`src/rtl/core2wb_pipelined.sv`:
```
// Core-to-Wishbone pipelined bridge.
// Handshake: a core request is accepted in the cycle where core_req and core_gnt
// are both high (core_gnt = wb_stb & ~wb_stall); a response is delivered to the
// core in the cycle where core_rvalid is high, with core_err qualifying it.
// Up to MAX_OUT transactions may be outstanding; responses return in Wishbone order.
// A response-free stretch of TIMEOUT busy cycles aborts all outstanding
// transactions with one error response per cycle.
module core2wb_pipelined #(
    parameter int AW      = 32,
    parameter int DW      = 32,
    parameter int MAX_OUT = 2,
    parameter int TIMEOUT = 255
) (
    input  logic                           clk,
    input  logic                           rst_n,
    // core side
    input  logic                           core_req,
    output logic                           core_gnt,
    output logic                           core_rvalid,
    output logic                           core_err,
    input  logic [AW-1:0]                  core_addr,
    input  logic                           core_we,
    input  logic [DW/8-1:0]                core_be,
    input  logic [DW-1:0]                  core_wdata,
    output logic [DW-1:0]                  core_rdata,
    // wishbone side
    output logic                           wb_cyc,
    output logic                           wb_stb,
    output logic [AW-1:0]                  wb_adr,
    output logic [DW-1:0]                  wb_dat_o,
    output logic                           wb_we,
    output logic [DW/8-1:0]                wb_sel,
    input  logic [DW-1:0]                  wb_dat_i,
    input  logic                           wb_ack,
    input  logic                           wb_err,
    input  logic                           wb_stall,
    // debug visibility of the control state
    output logic [1:0]                     dbg_state,
    output logic [$clog2(MAX_OUT+1)-1:0]   dbg_cnt
);

    localparam int CW = $clog2(MAX_OUT + 1);
    localparam int TW = (TIMEOUT > 0) ? $clog2(TIMEOUT + 1) : 1;
    localparam logic [CW-1:0] CNT_MAX  = CW'(MAX_OUT);
    localparam logic [TW-1:0] TMR_LAST = TW'((TIMEOUT > 0) ? TIMEOUT - 1 : 0);

    typedef enum logic [1:0] {
        IDLE  = 2'd0,
        BUSY  = 2'd1,
        ABORT = 2'd2
    } state_t;

    state_t        state_q, state_d;
    logic [CW-1:0] cnt_q, cnt_d;
    logic [TW-1:0] tmr_q, tmr_d;
    logic          in_abort;
    logic          stb;
    logic          accept;
    logic          resp;
    logic          abort_rsp;
    logic          timeout;

    // Request issue and response detection; every handshake output is gated by
    // rst_n so reset silences the bus without waiting for a clock edge.
    assign in_abort  = (state_q == ABORT);
    assign stb       = rst_n & ~in_abort & core_req & (cnt_q < CNT_MAX);
    assign accept    = stb & ~wb_stall;
    assign resp      = rst_n & ~in_abort & (wb_ack | wb_err) & (cnt_q != '0);
    assign abort_rsp = rst_n & in_abort & (cnt_q != '0);

    assign wb_stb      = stb;
    assign core_gnt    = accept;
    assign wb_cyc      = rst_n & ~in_abort & (stb | (cnt_q != '0));
    assign core_rvalid = resp | abort_rsp;
    assign core_err    = (resp & wb_err) | abort_rsp;

    assign wb_adr     = core_addr;
    assign wb_dat_o   = core_wdata;
    assign wb_we      = core_we;
    assign wb_sel     = core_we ? core_be : '1;
    assign core_rdata = wb_dat_i;

    assign dbg_state = state_q;
    assign dbg_cnt   = cnt_q;

    // Next-state logic: outstanding counter, no-response timer and FSM.
    always_comb begin
        state_d = state_q;
        cnt_d   = cnt_q;
        tmr_d   = '0;
        timeout = 1'b0;

        if (abort_rsp)
            cnt_d = cnt_q - 1'b1;
        else if (accept && !resp)
            cnt_d = cnt_q + 1'b1;
        else if (resp && !accept)
            cnt_d = cnt_q - 1'b1;

        // A genuine response in the final timer cycle wins: resp keeps this branch off.
        if (TIMEOUT != 0 && state_q == BUSY && !resp && cnt_q != '0) begin
            if (tmr_q == TMR_LAST)
                timeout = 1'b1;
            else
                tmr_d = tmr_q + 1'b1;
        end

        unique case (state_q)
            IDLE:    if (accept) state_d = BUSY;
            BUSY: begin
                if (timeout)
                    state_d = ABORT;
                else if (cnt_d == '0)
                    state_d = IDLE;
            end
            ABORT:   if (cnt_q == '0) state_d = IDLE;
            default: state_d = IDLE;
        endcase
    end

    // State registers; reset discards all outstanding transactions silently.
    always_ff @(posedge clk or negedge rst_n) begin
        if (!rst_n) begin
            state_q <= IDLE;
            cnt_q   <= '0;
            tmr_q   <= '0;
        end else begin
            state_q <= state_d;
            cnt_q   <= cnt_d;
            tmr_q   <= tmr_d;
        end
    end

endmodule

```
`config.mk`:
```
export PLATFORM = sky130hd
export DESIGN_NAME = core2wb_pipelined
export DESIGN_NICKNAME = d
export VERILOG_FILES = /design/src/rtl/core2wb_pipelined.sv
export SDC_FILE = /design/constraint.sdc
export NUM_CORES = 1
export LEC_CHECK = 0
export BUFFER_PORTS_ARGS = -buffer_cell sky130_fd_sc_hd__buf_2
export CORE_AREA = 2 2 84 86
export DETAILED_ROUTE_END_ITERATION = 16
export DIE_AREA = 0 0 86 88
export PLACE_DENSITY_LB_ADDON = 0.1
export SYNTH_ARGS = -nofsm -noshare
export SYNTH_HDL_FRONTEND = slang
export SYNTH_SLANG_ARGS = --single-unit
```
`constraint.sdc`:
```
create_clock -name clk -period 1.7 [get_ports clk]
set_input_delay 0.34 -clock clk [delete_from_list [all_inputs] [get_ports clk]]
set_output_delay 0.34 -clock clk [all_outputs]
set_load 0.1 [all_outputs]
```
Word level (Yosys, flattened, before mapping)
Cells that the tools add are included.
Widths: inputs -> output; s select.
{"block": "classes", "add_sub_neg": 3, "magnitude_cmp": 1, "n_eq_ne": 6, "muxes": 13, "bitwise_logic": 16, "reduce_logical": 11}
{"op": "$mux 8", "n": 2}
{"op": "$mux 2", "n": 7}
{"op": "$and 1x1->1", "n": 10}
{"op": "$add 8x1->8 const B", "n": 1}
{"op": "$eq 8x8->1 const B", "n": 1}
{"op": "$logic_not 2->1", "n": 3}
{"op": "$pmux 2 s3", "n": 1}
{"op": "$logic_and 1x1->1", "n": 4}
{"op": "$mux 4", "n": 1}
{"op": "$or 1x1->1", "n": 4}
{"op": "$ne 3x2->1 const B", "n": 1}
{"op": "$reduce_and 3->1", "n": 1}
{"op": "$add 2x1->2 const B", "n": 1}
{"op": "$eq 2x1->1 const B", "n": 1}
{"op": "$eq 2x2->1 const B", "n": 1}
{"op": "$logic_not 1->1", "n": 2}
{"op": "$lt 2x2->1 const B", "n": 1}
{"op": "$mux 1", "n": 2}
{"op": "$ne 2x1->1 const B", "n": 1}
{"op": "$ne 2x2->1 const B", "n": 1}
{"op": "$not 1->1", "n": 2}
{"op": "$reduce_bool 2->1", "n": 1}
{"op": "$sub 2x1->2 const B", "n": 1}
{"block": "word_totals", "register_bits": 12, "inputBits": 107, "output_inout_bits": 110, "word_cells": 53}

Logic depth before layout (Yosys ltp)
{"block": "depth", "depth_word": 15, "mapped_depth": 7, "mapped_depth_nobuf": 7}

Worst setup path after synthesis
OpenSTA, ideal clock, no wires.
{"block": "synth_timing", "kind": "register to output", "start": "reg cnt_q[0], in the netlist dbg_cnt[0]", "end": "out core_err", "t_arrival_ns": 3.733, "required_ns": 1.360, "setup_slack_ns": -2.373, "stages_incl_launch_ff": 4, "path_buffers": 0, "path_cell_list": "dfrtp_1 -> inv_1 -> ha_1 -> o31ai_1"}
{"block": "synth_via", "elab_chain_len": 4, "elab_cells_between_ends": 5, "cone_classes": "bitwise (4); reduce/logical (1)"}
{"item": "start: declaration", "line": "54", "rtl": "logic [CW-1:0] cnt_q, cnt_d;"}
{"item": "start signal: assignment", "line": "129", "rtl": "cnt_q <= cnt_d;"}
{"item": "$reduce_bool 2->1 *", "line": "68, 69"}
{"item": "$and 1x1->1", "line": "68", "rtl": "assign resp = rst_n & ~in_abort & (wb_ack | wb_err) & (cnt_q != '0);"}
{"item": "$and 1x1->1", "line": "75", "rtl": "assign core_err = (resp & wb_err) | abort_rsp;"}
{"item": "$or 1x1->1 *", "line": "75"}
{"item": "end: declaration", "line": "20", "rtl": "output logic core_err,"}
Every way passes the cells marked *; elsewhere a longest branch is shown, timed or not.

Worst setup path in the final report
{"block": "layout_timing", "start": "reg cnt_q[1], in the netlist dbg_cnt[1]", "end": "out core_err"}
Same word-level chain as after synthesis.

==> flow_metrics.env <==
export IMPL_outcome="finished, violations left"
export IMPL_cts_sinks=12
export IMPL_dpl_cell_area_um2=1264
export IMPL_critPathSlowestCell="dfrtp_4"
export IMPL_crit_end="core_err"
export IMPL_clk_path_buf_depth=2
export IMPL_grt_max_degree=17
export IMPL_yosysMostFrequentCell="buf_4"
export IMPL_start_util_pct=22.28
export IMPL_p_sw_uw=1033
export IMPL_ys_warn_count=0
export IMPL_antenna_cells=0
export IMPL_yosys_area_top_type_share_pct=49.20
export IMPL_rsz0062_at_grt="true"
export IMPL_power_frac_seq_pct=18.7
export IMPL_fin_ws_ns=-0.2683
export IMPL_fin_hold_ws_ns=0.06317
export IMPL_tritoncts="done"
export IMPL_clk_pin_slew_worst_paths_ns=0.06
export IMPL_power_density_nw_per_um2=1458
export IMPL_cp_start_kind="flop"
export IMPL_max_freq_mhz=508.1
export IMPL_slowest_delay_ns=0.44
export IMPL_grtUsageMet2_pct=12.97
export IMPL_fin_cells=209
export IMPL_drc_errors=0
export IMPL_antenna_found_initial=0
export IMPL_violations="setup timing"
export IMPL_dieHeight_um=88
export IMPL_period_share_pct=115.8
export IMPL_synthCells=178
export IMPL_synth_nets=288
export IMPL_worstPathArrival_ns=1.63
export IMPL_reg2reg_setup_slack_ns=-0.07
export IMPL_core_area_um2=6644
export IMPL_path_max_fanout=4
export IMPL_comb_power_share_pct=68.4
export IMPL_p_leak_uw=0.0006070
export IMPL_hold_viol_final=0
export IMPL_first_pass_iters=4
export IMPL_cts_buffers_inserted=3
export IMPL_synth_edf_count=0
export IMPL_place_congestion=0.7262
export IMPL_grt_pass1_vias=916
export IMPL_p_clk_share_pct=12.9
export IMPL_synth_area_per_cell_um2=8.316
export IMPL_yosys_top_cells_area="buf_4 (49%), dfrtp_1 (20%), xor2_1 (3.0%), nor2_1 (2.8%), ha_1 (2.5%)"
export IMPL_hold_path_class="input port to asynchronous set/reset pin"
export IMPL_peakVddDrop_uv=434.6
export IMPL_worstPathRequired_ns=1.36
export IMPL_use_met1_pct=8.281
export IMPL_final_area_um2=1454
export IMPL_ys_flop_type="dfrtp_1"
export IMPL_swShare_pct=48.73
export IMPL_crit_chain="inv_4 -> ha_4 -> or3b_4 -> o31ai_4 -> buf_12"
export IMPL_die_area_um2=7568
export IMPL_slew_headroom_pct=67.12
export IMPL_grt_pass1_wl_um=4968
export IMPL_pin_count=217
export IMPL_crit_family="flip-flops"
export IMPL_internal_power_uw=1087
export IMPL_wl_per_cell_um=16.49
export IMPL_grt_total_usage_pct=8.625
export IMPL_ys_seq_elements=12
export IMPL_yosysSeqAreaShare_pct=20.29
export IMPL_async_reset_ff_share_pct=100.0
export IMPL_rows=30
export IMPL_syn_area_um2=1480
export IMPL_grt_remaining_overflow=0
export IMPL_fin_crit_ns=1.968
export IMPL_clock_tree_root_cell="clkbuf_8"
export IMPL_setup_tns_final_ns=-0.6850
export IMPL_setup_violations=5
export IMPL_dp_cells=198
export IMPL_postCtsHoldBufs=0
export IMPL_drv_cap=0
export IMPL_ys_types=31
export IMPL_regToRegStartpoint="dbg_cnt[1]$_DFF_PN0_"
export IMPL_dp_hpwl_um=2775
export IMPL_path_buf_inv=2
export IMPL_crit_start="dbg_cnt[1]$_DFF_PN0_"
export IMPL_wirelength_um=3446
export IMPL_io_buffers=24
export IMPL_end_kind="output port"
export IMPL_drt_initial_drc_count=24
export IMPL_layout_drive_gt1_share_pct=56.59
export IMPL_die_w_um=86
export IMPL_cts_max_level=1
export IMPL_total_power_uw=2120
export IMPL_report_final_slew_viol_count=0
export IMPL_area_growth_syn_to_layout_pct=-1.775
export IMPL_vias=906
export IMPL_top_usage_layer="met2"
export IMPL_reg2reg_depth=7
export IMPL_nNetsFinal=240
export IMPL_clk_latency_ns=0.24
export IMPL_path_class="flop to output port"
export IMPL_ant_nets=0
export IMPL_avgViaCountPerCell=4.335
export IMPL_path_depth=5
export IMPL_fin_worst_skew_ns=0.004966
export IMPL_yosysTopAreaCell="buf_4"
export IMPL_met3_usage_pct=7.163
export IMPL_tightest_slew_ns=0.4965
export IMPL_timing_rr_end="dbg_cnt[1]$_DFF_PN0_"
export IMPL_ys_top_cells_by_count="buf_4 (97), dfrtp_1 (12), nor2_1 (11)"
[per-stage QoR]
| step | setup WS (ns) | utilization [%] |
|---|---|---|
| after floorplan | -0.4290 | - |
| after global routing | -0.3171 | 21.88 |
| after detailed placement | -0.03829 | 19.02 |
| final | -0.2683 | 21.88 |
| after global placement | -0.03283 | 19.02 |
| after CTS | -0.2864 | 21.39 |
[repair_timing]
| item | in CTS | in global routing |
|---|---|---|
| pin swaps | 7 | 5 |
| setup buffers | 5 | 2 |
| gates resized for setup | 13 | 5 |
| setup endpoints to repair | 7 | 8 |
[layout by cell type, fill, tap and decap left out, types with 2 or more instances in the layout]
cell,n
inv_4,2
buf_12,7
nand2_8,2
inv_1,3
nand3_1,4
o21ai_0,2
xor2_1,5
dfrtp_4,4
buf_4,14
nand2b_1,5
nand4_1,2
buf_2,18
xnor2_1,3
nand2_1,3
ha_1,2
nand3_4,2
buf_6,4
dfrtp_1,8
nor2_1,10
clkbuf_8,3
[power by group through the flow]
stage               combinational [µW]  clock (µW)  sequential, µW
finish                            1450         274             396
global route                      1520         298             402
CTS                               1430         293             397
detailed placement                1310           0             404
global placement                  1320           0             399
floorplan                         1670           0             665
[registers in the layout, summed over array words and instances (netlist names)]
name,flops
dbg_cnt,2
tmr_q,8
dbg_state,2
[layout make-up]
cell class	count	area (µm²)
clock buffers	4	45.04
fillers	746	5190
inverters	6	31.28
multi-input cells	63	574.3
flip-flops and latches	12	315.3
well taps	80	100.1
repair buffers	44	387.9
[cell families (layout without fill, tap and decap cells)]
logic type | count (synthesis) | count (layout) | synth area share, %
fa+ha+maj | 3 | 3 | 2.536
flops | 12 | 12 | 20.29
compound gates | 10 | 10 | 5.580
buf+inv | 103 | 54 | 50.72
simple gates | 42 | 42 | 16.15
xor+xnor | 8 | 8 | 4.734
[worst min-delay path by stage]
stage | slack [ns] | cells after the start | to | from
finish | 0.06 | 2 | dbg_state[1]$_DFFE_PN0P_ | rst_n
global route | 0.07 | 2 | dbg_state[1]$_DFFE_PN0P_ | rst_n
CTS | 0.06 | 2 | dbg_state[0]$_DFFE_PN0P_ | rst_n
floorplan | 0.04 | 0 | tmr_q[0]$_DFF_PN0_ | rst_n
detailed placement | 0.31 | 2 | dbg_state[0]$_DFFE_PN0P_ | rst_n
global placement | 0.32 | 2 | dbg_state[0]$_DFFE_PN0P_ | rst_n
[per-layer routing]
layer | wire length, µm | part of all wire (%) | vias to the layer above
met5 | 0 | 0 | -
met4 | 187 | 5.4 | 0
met3 | 542 | 16 | 32
met2 | 1558 | 45 | 88
met1 | 1157 | 34 | 408
li1 | - | - | 378
(Power assumes the default switching activity.)
